### src/rtl/uart_rx_fifo.sv
// uart_rx_fifo: filtered 8N1 UART receiver packing BYTES_PER_WORD bytes per word into a FWFT FIFO.
// Optional even-parity framing when UART_RX_PARITY_EN is defined.
`default_nettype none

module uart_rx_fifo #(
    parameter int CLK_PER_HALF_BIT = 5208,
    parameter int BYTES_PER_WORD   = 4,
    parameter int FIFO_DEPTH       = 4
) (
    input  logic                                clk,
    input  logic                                rstn,
    input  logic                                rxd,
    output logic [8*BYTES_PER_WORD-1:0]         rdata,
    output logic                                rdata_valid,
    input  logic                                rdata_ready,
    output logic [$clog2(FIFO_DEPTH+1)-1:0]     fifo_count,
    input  logic                                err_clear,
    output logic                                frame_err,
    output logic                                overrun_err,
    output logic                                parity_err
);

    localparam int WW    = 8 * BYTES_PER_WORD;
    localparam int CNT_W = $clog2(2 * CLK_PER_HALF_BIT);
    localparam int BC_W  = (BYTES_PER_WORD > 1) ? $clog2(BYTES_PER_WORD) : 1;
    localparam int PTR_W = $clog2(FIFO_DEPTH);
    localparam int CW    = $clog2(FIFO_DEPTH + 1);

    localparam logic [CNT_W-1:0] HALF_LAST = CNT_W'(CLK_PER_HALF_BIT - 1);
    localparam logic [CNT_W-1:0] FULL_LAST = CNT_W'(2 * CLK_PER_HALF_BIT - 1);
    localparam logic [BC_W-1:0]  LAST_BYTE = BC_W'(BYTES_PER_WORD - 1);
    localparam logic [CW-1:0]    DEPTH_C   = CW'(FIFO_DEPTH);

    localparam logic [2:0] S_IDLE   = 3'd0;
    localparam logic [2:0] S_START  = 3'd1;
    localparam logic [2:0] S_DATA   = 3'd2;
`ifdef UART_RX_PARITY_EN
    localparam logic [2:0] S_PARITY = 3'd3;
`endif
    localparam logic [2:0] S_STOP   = 3'd4;

    // Synchroniser and majority filter reset low so the line must be seen high before arming
    logic       sync1, sync2, rx_f;
    logic [1:0] hist;

    always_ff @(posedge clk) begin
        if (!rstn) begin
            sync1 <= 1'b0;
            sync2 <= 1'b0;
            hist  <= 2'b00;
            rx_f  <= 1'b0;
        end else begin
            sync1 <= rxd;
            sync2 <= sync1;
            hist  <= {hist[0], sync2};
            rx_f  <= (hist[1] & hist[0]) | (hist[1] & sync2) | (hist[0] & sync2);
        end
    end

    logic [2:0]       state, next_state;
    logic             armed, tick;
    logic [CNT_W-1:0] cnt;
    logic [2:0]       bit_cnt;
    logic [BC_W-1:0]  byte_cnt;
    logic [7:0]       shreg;
    logic [WW-1:0]    word, push_word;
    logic             shift_en, store, push, frame_set, par_set, par_drop;

    assign tick = (state == S_START) ? (cnt == HALF_LAST) : (cnt == FULL_LAST);

    always_ff @(posedge clk) begin
        if (!rstn) state <= S_IDLE;
        else       state <= next_state;
    end

    always_comb begin
        next_state = state;
        case (state)
            S_IDLE:   if (armed && !rx_f) next_state = S_START;
            S_START:  if (tick) next_state = rx_f ? S_IDLE : S_DATA;
`ifdef UART_RX_PARITY_EN
            S_DATA:   if (tick && bit_cnt == 3'd7) next_state = S_PARITY;
            S_PARITY: if (tick) next_state = S_STOP;
`else
            S_DATA:   if (tick && bit_cnt == 3'd7) next_state = S_STOP;
`endif
            S_STOP:   if (tick) next_state = S_IDLE;
            default:  next_state = S_IDLE;
        endcase
    end

    always_comb begin
        shift_en  = 1'b0;
        store     = 1'b0;
        push      = 1'b0;
        frame_set = 1'b0;
        case (state)
            S_DATA: shift_en = tick;
            S_STOP: if (tick) begin
                frame_set = !rx_f;
                store     = rx_f && !par_drop;
                push      = rx_f && !par_drop && (byte_cnt == LAST_BYTE);
            end
            default: ;
        endcase
    end

    always_comb begin
        push_word = word;
        push_word[8*byte_cnt +: 8] = shreg;
    end

    always_ff @(posedge clk) begin
        if (!rstn) begin
            armed    <= 1'b0;
            cnt      <= '0;
            bit_cnt  <= 3'd0;
            byte_cnt <= '0;
            shreg    <= 8'd0;
            word     <= '0;
        end else begin
            // Arming needs a high line while idle, so a break or a mid-frame reset cannot retrigger
            armed <= (state == S_IDLE) && (armed || rx_f);
            cnt   <= (state == S_IDLE || tick) ? '0 : cnt + CNT_W'(1);
            if (state != S_DATA) bit_cnt <= 3'd0;
            else if (tick)       bit_cnt <= bit_cnt + 3'd1;
            if (shift_en) shreg <= {rx_f, shreg[7:1]};
            if (frame_set || par_set) byte_cnt <= '0;
            else if (store)           byte_cnt <= push ? '0 : byte_cnt + BC_W'(1);
            if (store) word <= push_word;
        end
    end

`ifdef UART_RX_PARITY_EN
    assign par_set = (state == S_PARITY) && tick && (^{shreg, rx_f});

    always_ff @(posedge clk) begin
        if (!rstn) begin
            par_drop   <= 1'b0;
            parity_err <= 1'b0;
        end else begin
            if (state == S_IDLE) par_drop <= 1'b0;
            else if (par_set)    par_drop <= 1'b1;
            parity_err <= par_set ? 1'b1 : (err_clear ? 1'b0 : parity_err);
        end
    end
`else
    assign par_set    = 1'b0;
    assign par_drop   = 1'b0;
    assign parity_err = 1'b0;
`endif

    logic [WW-1:0]    mem [FIFO_DEPTH];
    logic [PTR_W-1:0] wptr, rptr;
    logic [CW-1:0]    count;
    logic             pop, full, wr;

    assign pop  = (count != '0) && rdata_ready;
    assign full = (count == DEPTH_C);
    // A pop in the same cycle frees the slot, so a full FIFO still accepts the push
    assign wr   = push && (!full || pop);

    always_ff @(posedge clk) begin
        if (wr) mem[wptr] <= push_word;
    end

    always_ff @(posedge clk) begin
        if (!rstn) begin
            wptr        <= '0;
            rptr        <= '0;
            count       <= '0;
            frame_err   <= 1'b0;
            overrun_err <= 1'b0;
        end else begin
            if (wr)  wptr <= wptr + PTR_W'(1);
            if (pop) rptr <= rptr + PTR_W'(1);
            case ({wr, pop})
                2'b10:   count <= count + CW'(1);
                2'b01:   count <= count - CW'(1);
                default: count <= count;
            endcase
            frame_err   <= frame_set ? 1'b1 : (err_clear ? 1'b0 : frame_err);
            overrun_err <= (push && full && !pop) ? 1'b1 : (err_clear ? 1'b0 : overrun_err);
        end
    end

    assign rdata_valid = (count != '0);
    assign rdata       = rdata_valid ? mem[rptr] : '0;
    assign fifo_count  = count;

endmodule

`default_nettype wire

### config.mk
export PLATFORM = sky130hd
export DESIGN_NAME = uart_rx_fifo
export DESIGN_NICKNAME = d
export VERILOG_FILES = /design/src/rtl/uart_rx_fifo.sv
export SDC_FILE = /design/constraint.sdc
export NUM_CORES = 1
export LEC_CHECK = 0
export ABC_AREA = 1
export CAP_MARGIN = 20
export CORE_ASPECT_RATIO = 0.5
export CORE_UTILIZATION = 30
export CTS_CLUSTER_DIAMETER = 60
export DETAILED_ROUTE_END_ITERATION = 8
export GPL_ROUTABILITY_DRIVEN = 0
export PLACE_DENSITY_LB_ADDON = 0.2
export SLEW_MARGIN = 40
export SYNTH_ARGS = -nofsm -noshare
export SYNTH_HDL_FRONTEND = slang
export SYNTH_SLANG_ARGS = --single-unit
### constraint.sdc
create_clock -name clk -period 9.7 [get_ports clk]
set_input_delay 1.94 -clock clk [delete_from_list [all_inputs] [get_ports clk]]
set_output_delay 1.94 -clock clk [all_outputs]
set_load 0.02 [all_outputs]
== Word-level counts from Yosys, hierarchy flattened ==
Memories as Yosys holds them, arrays and structs flattened. A register that Yosys moved wholly into a read port is not among the register bits.
Cells that the tools add are included.

* Flip-flop bits (word level): 77
* Bits in latches: 0
* RAM bits: 128
* Bits in read-only memories: 0
* Input bits: 5
* Output and inout bits: 39
* Logic and storage cells: 96
* Memories: 1

* $add $sub $neg: 8
* Multipliers: 0
* Div/mod/pow operators: 0
* Magnitude comparators: 0
* Eq/ne operators: 15
* Shift operators: 2
* Mux-type cells: 25
* Bitwise gates (word level): 6
* Reductions and logical operators: 23

{| class="wikitable"
|+ Memories
! memory !! words !! bits a word !! read ports !! clocked after Yosys merged registers in !! wr ports !! RTL line !! source
|-
| mem || 4 || 32 || 1 || 1 || 1 || 153 || <nowiki>logic [WW-1:0] mem [FIFO_DEPTH];</nowiki>
|}

{| class="wikitable"
|+ Operators with widths
! kind !! number
|-
| $neg 5->34 || 1
|-
| $shift 8x34->32 const A || 1
|-
| $shiftx 8x34->32 || 1
|-
| $bwmux 32 || 1
|-
| $mux 32 || 1
|-
| $add 14x1->14 const B || 1
|-
| $eq 14x13->1 const B || 1
|-
| $eq 14x14->1 const B || 1
|-
| $mux 1 || 13
|-
| $mux 3 || 4
|-
| $pmux 3 s4 || 1
|-
| $eq 3x3->1 const B || 3
|-
| $logic_and 1x1->1 || 8
|-
| $mux 2 || 4
|-
| $ne 2x2->1 const B || 4
|-
| $add 2x1->2 const B || 3
|-
| $add 3x1->3 const B || 2
|-
| $pmux 3 s2 || 1
|-
| $reduce_bool 2->1 || 3
|-
| $reduce_or 2->1 || 3
|-
| $eq 2x2->1 const B || 2
|-
| $reduce_and 4->1 || 1
|-
| $and 1x1->1 || 3
|-
| $eq 3x1->1 const B || 1
|-
| other kinds (10) || 15
|}

== Logic depth before layout (Yosys ltp) ==
* Word-level depth: 7
* Mapped depth: 15
* Mapped depth without buffers: 15

== Least setup slack after synthesis ==
No wires, ideal clock.

* Kind: input-to-reg
* Start: in rdata_ready
* End: mem mem[0][0] in the netlist's numbering (enable)
* Arrival time: 3.740 ns
* Required time: 9.279 ns
* Slack: 5.539 ns
* Stages: 6
* Cell sequence: inv_1 nand3_1 inv_1 nor2_2 inv_1 nor2_1

* Longest elaborated chain between the ends: 5

{| class="wikitable"
|+ Ends and longest elaborated chain
! item !! RTL line !! source
|-
| from (decl) || 15 || <nowiki>input logic rdata_ready,</nowiki>
|-
| $logic_and 1x1->1 || 158 || <nowiki>assign pop = (count != '0) && rdata_ready;</nowiki>
|-
| $logic_or 1x1->1 || 161 || <nowiki>assign wr = push && (!full || pop);</nowiki>
|-
| $logic_and 1x1->1 || 161 ||
|-
| $mux 1 || 164 || <nowiki>if (wr) mem[wptr] <= push_word;</nowiki>
|-
| $mux 1 (not written as such) || 164 ||
|-
| to (decl) || 153 ||
|}

No other way between the ends.

==> impl_metrics.toml <==
[status]
status = "complete, no violations"

[sta]
slew_headroom_pct = 52.67
hold_violations = 0
skew_ns = 0.01053
tns_ns = 0
max_freq_ghz = 0.2027
rsz0062_at_grt = "no"
setup_viol_count_final = 0
post-route-min-period_ns = 4.933
worstMarginPinSlew_ns = 0.7100
finalCritPeriodShare_pct = 50.85
finalMaxSlewViolations = 0

[finish]
antenna_cells = 0
area_delta_synth_final_pct = 16.49
drive_gt1_share_pct = 6.524
layout.nets = 938
final_area_sq_um = 10110
final_common_cell = "nor2_1"
layout_common_cells = "180 x nor2_1, 128 x edfxtp_1, 107 x o21ai_0"

[synthesis]
ys_ff_latch = 207
synth_fp_nets = 909
synthesis.area_sq_um = 8681
ys_types = 40
ys_seq_area_share_pct = 62.50
syn_inst = 891
ys_warn_count = 0
avgSynthCellArea_sq_um = 9.743

[power_and_ir_drop]
ir_worst_vdd_mv = 0.1063
power_density_nw_per_um2 = 220.5
leakagePower_nw = 3.675

[drt]
via_per_inst = 4.620
totalWireLength_microns = 19100
drt_first_iter_violations = 404
vias = 6084
dr.pass1.iters = 5
post_drt_wl_per_cell_microns = 14.50
remaining_drc_errors = 0
ant_nets = 0

[cts]
cts_tree = "yes"
clk_pin_slew_ns = 0.06
cts.sinks = 207
cts_buffer_depth = 3
ctsHoldBuffers = 0
post-cts-setup-buffers = 0
cts_resized = 0
cts_buffers = 21
clock_latency_ns = 0.50
cts-root-buf = "clkbuf_16"
htree_levels = 1

[setup_path]
cp-start-kind = "register"
critPathArrivalTime_ns = 2.99
worstSetupEndpointType = "output port"
crit_family = "buffers and inverters"
worst-path-buf-inv = 4
critPathMaxFanout = 33
max_stage_delay_ns = 0.67
path_class = "register to output port"
crit_top_cell = "buf_4"
worstPathRequired_ns = 7.76
cp_slowest_cell = "clkdlybuf4s50_1"
path_cells = "buf_4 > inv_1 > buf_4 > nor2_1 > o21ai_0 > a21oi_1 > clkdlybuf4s50_1"

[grt]
grt_use_total_pct = 12.99
grt.overflow.total = 0
grt_pass1_wl_microns = 30750
first_global_vias = 5728
grt_max_degree = 69
antenna_found_initial = 0

[placement]
dp_hpwl_microns = 11650
io_buffers = 42
placed_cell_area_sq_um = 9463

[floorplan]
core_sq_um = 28080
initial_core_util_pct = 30.91
die_h_microns = 122.3
io-pin-count = 44
die_area_sq_um = 29660
die_x_microns = 242.6
num_rows = 43

[worst_hold_path]
worstHoldPathType = "register to register"

[run]
drv_cap = 0
==> worst min-delay path, stage by stage (launching register included) <==
cell and delay, ns:
dfxtp_1 0.31, nand2_1 0.05, inv_1 0.04
==> metrics by stage <==
step	setup slack [ns]	instances	power [W]	hold WS [ns]	util [%]
finish	4.767	1317	0.002230	0.4136	36.01
global route	4.531	1317	0.002355	0.4385	36.01
CTS	4.678	1317	0.002265	0.4175	36.01
detailed placement	5.226	1279	0.001493	0.4001	33.69
global placement	5.059	1279	0.001491	0.4065	33.67
floorplan	5.539	891	0.001301	0.3905	-
==> Yosys cell counts <==
cell type | number | share of area [%]
nor2_2 | 3 | 0.22
conb_1 | 1 | 0.043
o21ai_0 | 107 | 6.2
a32oi_1 | 3 | 0.30
clkbuf_1 | 31 | 1.3
a21oi_1 | 83 | 4.8
xnor2_1 | 1 | 0.10
nand2_2 | 2 | 0.14
nor3b_1 | 2 | 0.17
a22oi_1 | 5 | 0.43
buf_2 | 3 | 0.17
buf_4 | 2 | 0.17
nand3_4 | 1 | 0.20
or2_2 | 1 | 0.072
nor2_1 | 184 | 8.0
o21a_1 | 1 | 0.087
buf_1 | 3 | 0.13
o21ai_1 | 1 | 0.058
nor3_1 | 6 | 0.35
o32ai_2 | 1 | 0.19
nand4_1 | 5 | 0.36
nand2_4 | 1 | 0.13
inv_2 | 1 | 0.043
nand3_1 | 23 | 1.3
buf_6 | 4 | 0.52
clkinv_1 | 2 | 0.087
ha_1 | 12 | 1.7
nor2_4 | 2 | 0.26
edfxtp_1 | 128 | 44
o31ai_1 | 1 | 0.087
dfxtp_1 | 79 | 18
o22ai_1 | 24 | 1.7
xor2_1 | 3 | 0.30
inv_6 | 1 | 0.10
nand2_1 | 56 | 2.4
nand3b_1 | 2 | 0.17
fa_1 | 1 | 0.23
a211oi_1 | 8 | 0.69
clkbuf_2 | 2 | 0.12
inv_1 | 95 | 4.1
==> registers in the layout (all words and copies together) (netlist names), named ones only <==
signal,flops
mem,128
word,32
cnt,14
shreg,8
bit_cnt,3
fifo_count,3
state,3
byte_cnt,2
hist,2
rptr,2
wptr,2
armed,1
frame_err,1
overrun_err,1
rx_f,1
sync1,1
sync2,1
==> logic make-up after synthesis <==
logic type      synth area share (%)
buf+inv                        6.789
simple gates                   13.78
xor+xnor                      0.4036
compound gates                 14.53
fa+ha+maj                      1.960
other cells                  0.04320
flops                          62.50
==> report_power, final <==
part | internal [W] | total, W | switching [W]
Sequential | 0.000939 | 0.000952 | 0.0000128
Clock | 0.000440 | 0.000767 | 0.000327
Combinational | 0.000181 | 0.000511 | 0.000330
==> layout make-up <==
type	instances	area [sq um]
fill	2827	17970
sequential	207	5426
multi-input combinational	540	2691
clock buffer	26	564.3
timing repair buffer	51	488.0
tap	382	478.0
inverter	99	379.1
clock inverter	12	85.08
==> metal layers <==
layer / track usage, % / share of wire, % / vias to the layer above
met2: 21.31 / 45 / 66
met1: 17.95 / 50 / 2917
met3: 2.209 / 3.0 / 25
met5: 0 / 0 / -
met4: 3.165 / 1.6 / 0
li1: - / - / 3076
==> path summary, 6_finish.rpt <==
kind	start	to	slack, ns	depth (start not counted)
setup reg to reg	byte_cnt[0]	mem[3][15]	6.63	8
hold reg to reg	sync1	sync2	0.41	2
hold / removal	sync1	sync2	0.41	2
setup / recovery	register	rdata[16]	4.77	7
No activity file was read; power rests on OpenSTA's default activity.
